==> config.mk <==
export PLATFORM = sky130hd
export DESIGN_NAME = dmem_arbiter
export DESIGN_NICKNAME = d
export VERILOG_FILES = /design/src/rtl/dmem_arb_pkg.sv /design/src/rtl/rr_arb2.sv /design/src/rtl/dmem_arbiter.sv
export SDC_FILE = /design/constraint.sdc
export NUM_CORES = 1
export LEC_CHECK = 0
export BUFFER_PORTS_ARGS = -buffer_cell sky130_fd_sc_hd__buf_2
export CORE_AREA = 3 3 142 144
export CTS_BUF_LIST = sky130_fd_sc_hd__clkbuf_8
export CTS_CLUSTER_SIZE = 25
export DETAILED_ROUTE_END_ITERATION = 7
export DIE_AREA = 0 0 145 147
export PLACE_DENSITY = 0.77
export SYNTH_ARGS = -nofsm -noshare
export SYNTH_HDL_FRONTEND = slang
export SYNTH_SLANG_ARGS = --single-unit
==> constraint.sdc <==
create_clock -name CLOCK_50 -period 2.28 [get_ports CLOCK_50]
set_clock_uncertainty 0.05 [all_clocks]
set_input_delay 0.228 -clock CLOCK_50 [delete_from_list [all_inputs] [get_ports CLOCK_50]]
set_output_delay 0.228 -clock CLOCK_50 [all_outputs]
set_load 0.02 [all_outputs]
==> src/rtl/dmem_arb_pkg.sv <==
// Shared definitions for the data-memory arbiter: FSM encoding, port IDs and default widths.
package dmem_arb_pkg;
   typedef enum logic {ARB = 1'b0, LOCK = 1'b1} arb_state_t;

   localparam logic PORT_CPU = 1'b0;
   localparam logic PORT_DMA = 1'b1;

   localparam int DEF_ADDR_W = 32;
   localparam int DEF_DATA_W = 32;
   localparam int DEF_CNT_W  = 32;
endpackage

==> src/rtl/rr_arb2.sv <==
// Two-way round-robin grant, combinational from req/last_gnt; force_dma hands the RAM to dma only.
// Zero-latency grant; a requester not granted simply waits (req held), last_gnt moves on each accept.
module rr_arb2 import dmem_arb_pkg::*; (
   input  logic CLOCK_50,
   input  logic rstn,
   input  logic cpu_req,
   input  logic dma_req,
   input  logic force_dma,
   output logic cpu_gnt,
   output logic dma_gnt
);
   logic last_gnt;

   always_comb begin
      cpu_gnt = 1'b0;
      dma_gnt = 1'b0;
      if (rstn) begin
         if (force_dma) begin
            dma_gnt = dma_req;
         end else if (cpu_req && dma_req) begin
            cpu_gnt = (last_gnt == PORT_DMA);
            dma_gnt = (last_gnt == PORT_CPU);
         end else begin
            cpu_gnt = cpu_req;
            dma_gnt = dma_req;
         end
      end
   end

   // Reset to dma so the cpu wins the first tie.
   always_ff @(posedge CLOCK_50) begin
      if (!rstn)
         last_gnt <= PORT_DMA;
      else if (cpu_gnt || dma_gnt)
         last_gnt <= dma_gnt ? PORT_DMA : PORT_CPU;
   end
endmodule

==> src/rtl/dmem_arbiter.sv <==
// cpu/dma arbiter for the single-port data RAM with dma burst lock and read-data routing.
// Grant is same-cycle; read data returns one cycle after accept; ungranted requesters stall.
module dmem_arbiter import dmem_arb_pkg::*; #(
   parameter int ADDR_W = DEF_ADDR_W,
   parameter int DATA_W = DEF_DATA_W,
   parameter int CNT_W  = DEF_CNT_W
) (
   input  logic              CLOCK_50,
   input  logic              rstn,
   input  logic              cpu_req,
   input  logic              cpu_we,
   input  logic [ADDR_W-1:0] cpu_addr,
   input  logic [DATA_W-1:0] cpu_wdata,
   output logic              cpu_gnt,
   output logic              cpu_rvalid,
   output logic [DATA_W-1:0] cpu_rdata,
   input  logic              dma_req,
   input  logic              dma_we,
   input  logic [ADDR_W-1:0] dma_addr,
   input  logic [DATA_W-1:0] dma_wdata,
   input  logic              dma_lock,
   output logic              dma_gnt,
   output logic              dma_rvalid,
   output logic [DATA_W-1:0] dma_rdata,
   output logic              mem_wr_en,
   output logic [ADDR_W-1:0] mem_index,
   output logic [DATA_W-1:0] mem_entry,
   input  logic [DATA_W-1:0] mem_entry_out,
   output logic [CNT_W-1:0]  cpu_stall_cnt,
   output logic [CNT_W-1:0]  dma_xfer_cnt
);
   localparam logic [CNT_W-1:0] CNT_ONE = 1;

   arb_state_t        state_q, state_d;
   logic              accepted;
   logic              g_we;
   logic [ADDR_W-1:0] g_addr, idx_q;
   logic [DATA_W-1:0] g_wdata, entry_q;
   logic              pend_q, tag_q;
   logic [DATA_W-1:0] cpu_rdata_q, dma_rdata_q;

   rr_arb2 u_rr (
      .CLOCK_50  (CLOCK_50),
      .rstn      (rstn),
      .cpu_req   (cpu_req),
      .dma_req   (dma_req),
      .force_dma (state_q == LOCK),
      .cpu_gnt   (cpu_gnt),
      .dma_gnt   (dma_gnt)
   );

   always_comb begin
      state_d = state_q;
      case (state_q)
         ARB:  if (dma_gnt && dma_lock) state_d = LOCK;
         LOCK: if (!dma_req || (dma_gnt && !dma_lock)) state_d = ARB;
         default: state_d = ARB;
      endcase
   end

   always_ff @(posedge CLOCK_50) begin
      if (!rstn) state_q <= ARB;
      else       state_q <= state_d;
   end

   assign accepted = cpu_gnt | dma_gnt;
   assign g_we     = dma_gnt ? dma_we    : cpu_we;
   assign g_addr   = dma_gnt ? dma_addr  : cpu_addr;
   assign g_wdata  = dma_gnt ? dma_wdata : cpu_wdata;

   // Without a grant the RAM sees the last granted index/data, never raw request inputs.
   assign mem_wr_en = accepted & g_we;
   assign mem_index = accepted ? g_addr  : idx_q;
   assign mem_entry = accepted ? g_wdata : entry_q;

   always_ff @(posedge CLOCK_50) begin
      if (!rstn) begin
         idx_q   <= '0;
         entry_q <= '0;
         pend_q  <= 1'b0;
         tag_q   <= PORT_CPU;
      end else begin
         pend_q <= accepted & ~g_we;
         if (accepted) begin
            idx_q   <= g_addr;
            entry_q <= g_wdata;
            tag_q   <= dma_gnt ? PORT_DMA : PORT_CPU;
         end
      end
   end

   // Gated with rstn so a read accepted just before reset never surfaces.
   assign cpu_rvalid = rstn & pend_q & (tag_q == PORT_CPU);
   assign dma_rvalid = rstn & pend_q & (tag_q == PORT_DMA);
   assign cpu_rdata  = cpu_rvalid ? mem_entry_out : cpu_rdata_q;
   assign dma_rdata  = dma_rvalid ? mem_entry_out : dma_rdata_q;

   always_ff @(posedge CLOCK_50) begin
      if (!rstn) begin
         cpu_rdata_q   <= '0;
         dma_rdata_q   <= '0;
         cpu_stall_cnt <= '0;
         dma_xfer_cnt  <= '0;
      end else begin
         if (cpu_rvalid) cpu_rdata_q <= mem_entry_out;
         if (dma_rvalid) dma_rdata_q <= mem_entry_out;
         if (cpu_req && !cpu_gnt && cpu_stall_cnt != '1)
            cpu_stall_cnt <= cpu_stall_cnt + CNT_ONE;
         if (dma_req && dma_gnt && dma_xfer_cnt != '1)
            dma_xfer_cnt <= dma_xfer_cnt + CNT_ONE;
      end
   end
endmodule

# == After elaboration in Yosys (flattened, before gate mapping) ==
# Cells that the tools add are included.
# totals
ff_bits,196
latch_bits,0
mem_bits_rw,0
rom_bits,0
inputBits,167
mem_count,0
# op_classes
n_addsub,2
mul,0
div,0
n_lt_le_gt_ge,0
eq_ne,2
n_shift,0
muxes,17
n_bitwise,10
reduce_logical,12
# ops
cell,n
$mux 32,6
$add 32x1->32 const B,2
$ne 32x32->1 const B,2
$mux 1,10
$logic_and 1x1->1,7
$and 1x1->1,5
$not 1->1,4
$logic_not 1->1,3
$logic_or 1x1->1,2
$pmux 1 s2,1
$or 1x1->1,1

# == Logic depth before layout (Yosys ltp) ==
# depth
word_depth,8
ltp_mapped,9
depth_no_buf,6

# == Modules after synthesis ==
# From an unflattened synthesis, not the netlist that was laid out.
# unflattened
hier_cells,1020
hier_area_um2,9003.6
# modules_own_cells
module,n_inst,cells_per_inst,area_per_inst_um2,seq_area_each_um2
dmem_arbiter,1,1012,8939.8,3903.7
rr_arb2,1,8,63.8,20.0

# == Least setup slack after synthesis ==
# Ideal clock, no wire load.
# synth_timing
kind,register to register
from,register cpu_stall_cnt[0]
to,register cpu_stall_cnt[9]
arrival_ps,2096
t_required_ps,2163
path_slack_ps,67
path_stages_with_launch,9
path_cell_list,dfxtp_1 ha_1 nand4_1 or4_1 nor3_4 buf_6 buf_6 o31ai_1 a21oi_2
# synth_between
elab_chain_len,2
elab_cells_between_ends,3
classes_between,add/sub (1); eq/ne (1); reduce/logical (1)
# synth_lines
item,line,text
start: declaration,dmem_arbiter.sv:29,"output logic [CNT_W-1:0] cpu_stall_cnt,"
start signal: assignment,dmem_arbiter.sv:108,cpu_stall_cnt <= cpu_stall_cnt + CNT_ONE;
branches (longest 2 deep; another with $add 32x1->32),--,
# Parallel ways; which one is timed is not known.
# A chain may end at the register's enable or synchronous reset.

# == Final worst setup path ==
# layout_timing
from,register u_rr.last_gnt
to,output port mem_index[20]
# layout_between
elab_chain_len,6
elab_cells_between_ends,10
classes_between,mux (8); bitwise (2)
# layout_lines
item,line,text
start: declaration,rr_arb2.sv:12,logic last_gnt;
start signal: assignment,rr_arb2.sv:35,last_gnt <= dma_gnt ? PORT_DMA : PORT_CPU;
$not 1->1,rr_arb2.sv:22,dma_gnt = (last_gnt == PORT_CPU);
$mux 1,rr_arb2.sv:20,end else if (cpu_req && dma_req) begin
$mux 1,rr_arb2.sv:18,if (force_dma) begin
$mux 1,rr_arb2.sv:17,if (rstn) begin
$mux 32 / $or 1x1->1 (equally long branches),"dmem_arbiter.sv:68, dmem_arbiter.sv:66",
$mux 32 *,--,
end: declaration,dmem_arbiter.sv:26,"output logic [ADDR_W-1:0] mem_index,"
# Every way passes the cells marked *; elsewhere a longest branch is shown, timed or not.

==> metrics.cfg <==
[detailed_routing]
drc = 0
firstDrtPassIters = 5
drtIter0Drc = 627
routedWlPerCell_um = 17.5
drt-vias-per-instance = 5.44
routed_wl_mm = 30.8
ant_nets = 0
vias = 9578

[timing]
rsz0062_at_grt = yes
relSlewSlack = 0.438
hold_violations = 0
finalCritPeriodShare = 0.980
finalSetupViolCount = 0
setup_ws_ns = 0.0459
fin_crit_ns = 2.23
worstMarginPinSlew_ns = 0.843
drv_slew = 0
fmax_mhz = 448

[worst_hold_path]
worstHoldPathType = primary input to flip-flop

[worst_setup_path]
reg2reg_slack_ns = 0.13
cp-start-kind = flip-flop
path_class = flip-flop to output port
crit_required_ns = 2.00
arrival_ns = 1.96
cp_max_fo = 8
crit_path_end_kind = output port

[clock_tree]
clkSinkCount = 196
insertion_delay_ns = 0.46
root_buffer = clkbuf_8
clock_path_buffers = 2
clk_pin_slew_ns = 0.11
cts_tree = done
cts_buffers = 17
htree_levels = 4

[die]
die_w_um = 145
io_pins = 364
fp.coreArea_um2 = 18800
num_rows = 50
die_h_um = 147
dieArea_um2 = 21300
initial_utilization = 0.472

[logic_synthesis]
post-synth-top-area-fraction = 0.441
syn_inst = 1114
syn_nets = 1283
synth.most_common_cell = nand2_1
ys_types = 53
synth.top_cells.by_area = dfxtp_1 44%, nand2_1 11%, and2_1 9.1%
synth_seq_cells = 196
syn_avg_cell_area_um2 = 7.98
synthTopCellsByCount = 271 x nand2_1, 196 x dfxtp_1, 129 x and2_1
synth_top_cell_by_area = dfxtp_1
synth_area_um2 = 8890
ys_warn_count = 0
async_reset_ff_frac = 0
yosysSeqAreaShare = 0.441
synthFlopType = dfxtp_1
synth-edff-count = 0

[global_route]
grt_pass1_vias = 8756
antenna_found_initial = 5
grt_start_max_net_pins = 109
grt_pass1_wl_mm = 45.5
globalRouteTotalUtil = 0.260
grt_overflow = 0

[place]
placed_area_um2 = 11100
place_hpwl_mm = 20.6
dp.cells = 1698
gp_congestion = 0.933
port-buffer-count = 363
pre_cts_ws_ns = -0.0430

[finish]
finalInstanceArea_um2 = 12400
layout.cells.non_filler = 1761
nFillCells = 1558
layout.nets = 1656
areaGrowthSynthToFinish_pct = 40.0
drive_gt1_frac = 0.379

[power]
power_density_nw_per_um2 = 593
peakVddDrop_mv = 0.358
total_power_mw = 7.38
leakagePower_nw = 5.63

[run]
drv_cap = 0

[status]
status = completed

[worst paths after layout]
check | from | to | cells after the start
max reg2reg | cpu_stall_cnt[0] | cpu_stall_cnt[8] | 7
min reg2reg | tag_q | tag_q | 2
min | mem_entry_out[18] | cpu_rdata_q[18] | 4
max | u_rr.last_gnt | mem_index[20] | 8
[through the flow]
step / utilization / hold slack, ns / setup TNS, ns
3_3_place_gp: 0.589 / 0.381 / -0.229
6_report: 0.661 / 0.0350 / 0
2_1_floorplan: - / 0.272 / 0
5_1_grt: 0.661 / 0.0320 / -0.385
4_1_cts: 0.628 / 0.00677 / -0.165
3_5_place_dp: 0.589 / 0.385 / -0.114
[flip-flops by register name, indices dropped and copies added, names as in the netlist]
signal,count
dma_xfer_cnt,32
state_q,1
dma_rdata_q,32
idx_q,32
tag_q,1
pend_q,1
cpu_rdata_q,32
u_rr.last_gnt,1
cpu_stall_cnt,32
entry_q,32
[area by class of cell]
class	count	area, µm²	area share
Tap cell	260	325	0.0261
Clock inverter	14	140	0.0113
Timing Repair Buffer	425	2740	0.220
Antenna cell	1	2.50	0.000201
Clock buffer	18	248	0.0199
Inverter	11	51.3	0.00412
Sequential cell	196	3930	0.315
Timing Repair inverter	1	6.26	0.000503
Multi-Input combinational cell	835	5010	0.402
[routing by layer]
metal | GRT usage | vias up | part of all wire
met5 | 0 | - | 0.0017
met2 | 0.460 | 371 | 0.50
met1 | 0.298 | 4494 | 0.39
met3 | 0.0645 | 81 | 0.064
met4 | 0.115 | 8 | 0.048
li1 | - | 4624 | -
[cell usage in the layout (no fill, tap or decap), drive strengths merged, types with 3 or more instances in the layout]
cell type	n
or3	27
and2	129
nand2	271
mux2i	5
nor3	5
o211ai	3
o31ai	26
buf	417
nand2b	5
nor2	73
a31oi	64
nor4	5
and4	5
nand4	21
o21ai	27
mux2	32
nand3	30
inv	18
clkbuf	22
clkinv	7
dlygate4sd3	4
o31a	3
a21oi	49
or4	26
dfxtp	196
and3	5
[timing repair]
| action | 4_1_cts | 5_1_grt |
|---|---|---|
| hold endpoints to repair | 3 | 0 |
| resized for setup | 46 | 106 |
| hold buffers | 4 | 0 |
| cloned | 4 | 5 |
| pin swaps | 4 | 25 |
| setup buffers | 6 | 12 |
| endpoints found under the setup margin | 68 | 75 |
[worst max-delay path: stages, from the launching register on]
cell and delay [ns]:
dfxtp_2 0.34, nand2b_4 0.15, nand3_4 0.14, buf_6 0.12
buf_8 0.12, clkbuf_16 0.19, nand2_2 0.07, a31oi_2 0.21
buf_4 0.17
[cells by family after synthesis]
| logic type | synth area share |
|---|---|
| AOI/OAI and AO/OA | 0.133 |
| xor gates and xnor gates | 0.00197 |
| adders and majority gates | 0.00281 |
| buffers and inverters | 0.0397 |
| DFF | 0.441 |
| muxes | 0.0462 |
| and+or+nand+nor | 0.335 |
[report_power, final]
group / total, mW / internal [mW] / switching (mW)
combinational: 1.55 / 0.660 / 0.887
sequential: 3.60 / 3.55 / 0.0449
clock: 2.24 / 0.929 / 1.31
total: 7.38 / 5.14 / 2.24
No activity file was read; power rests on OpenSTA's default activity.
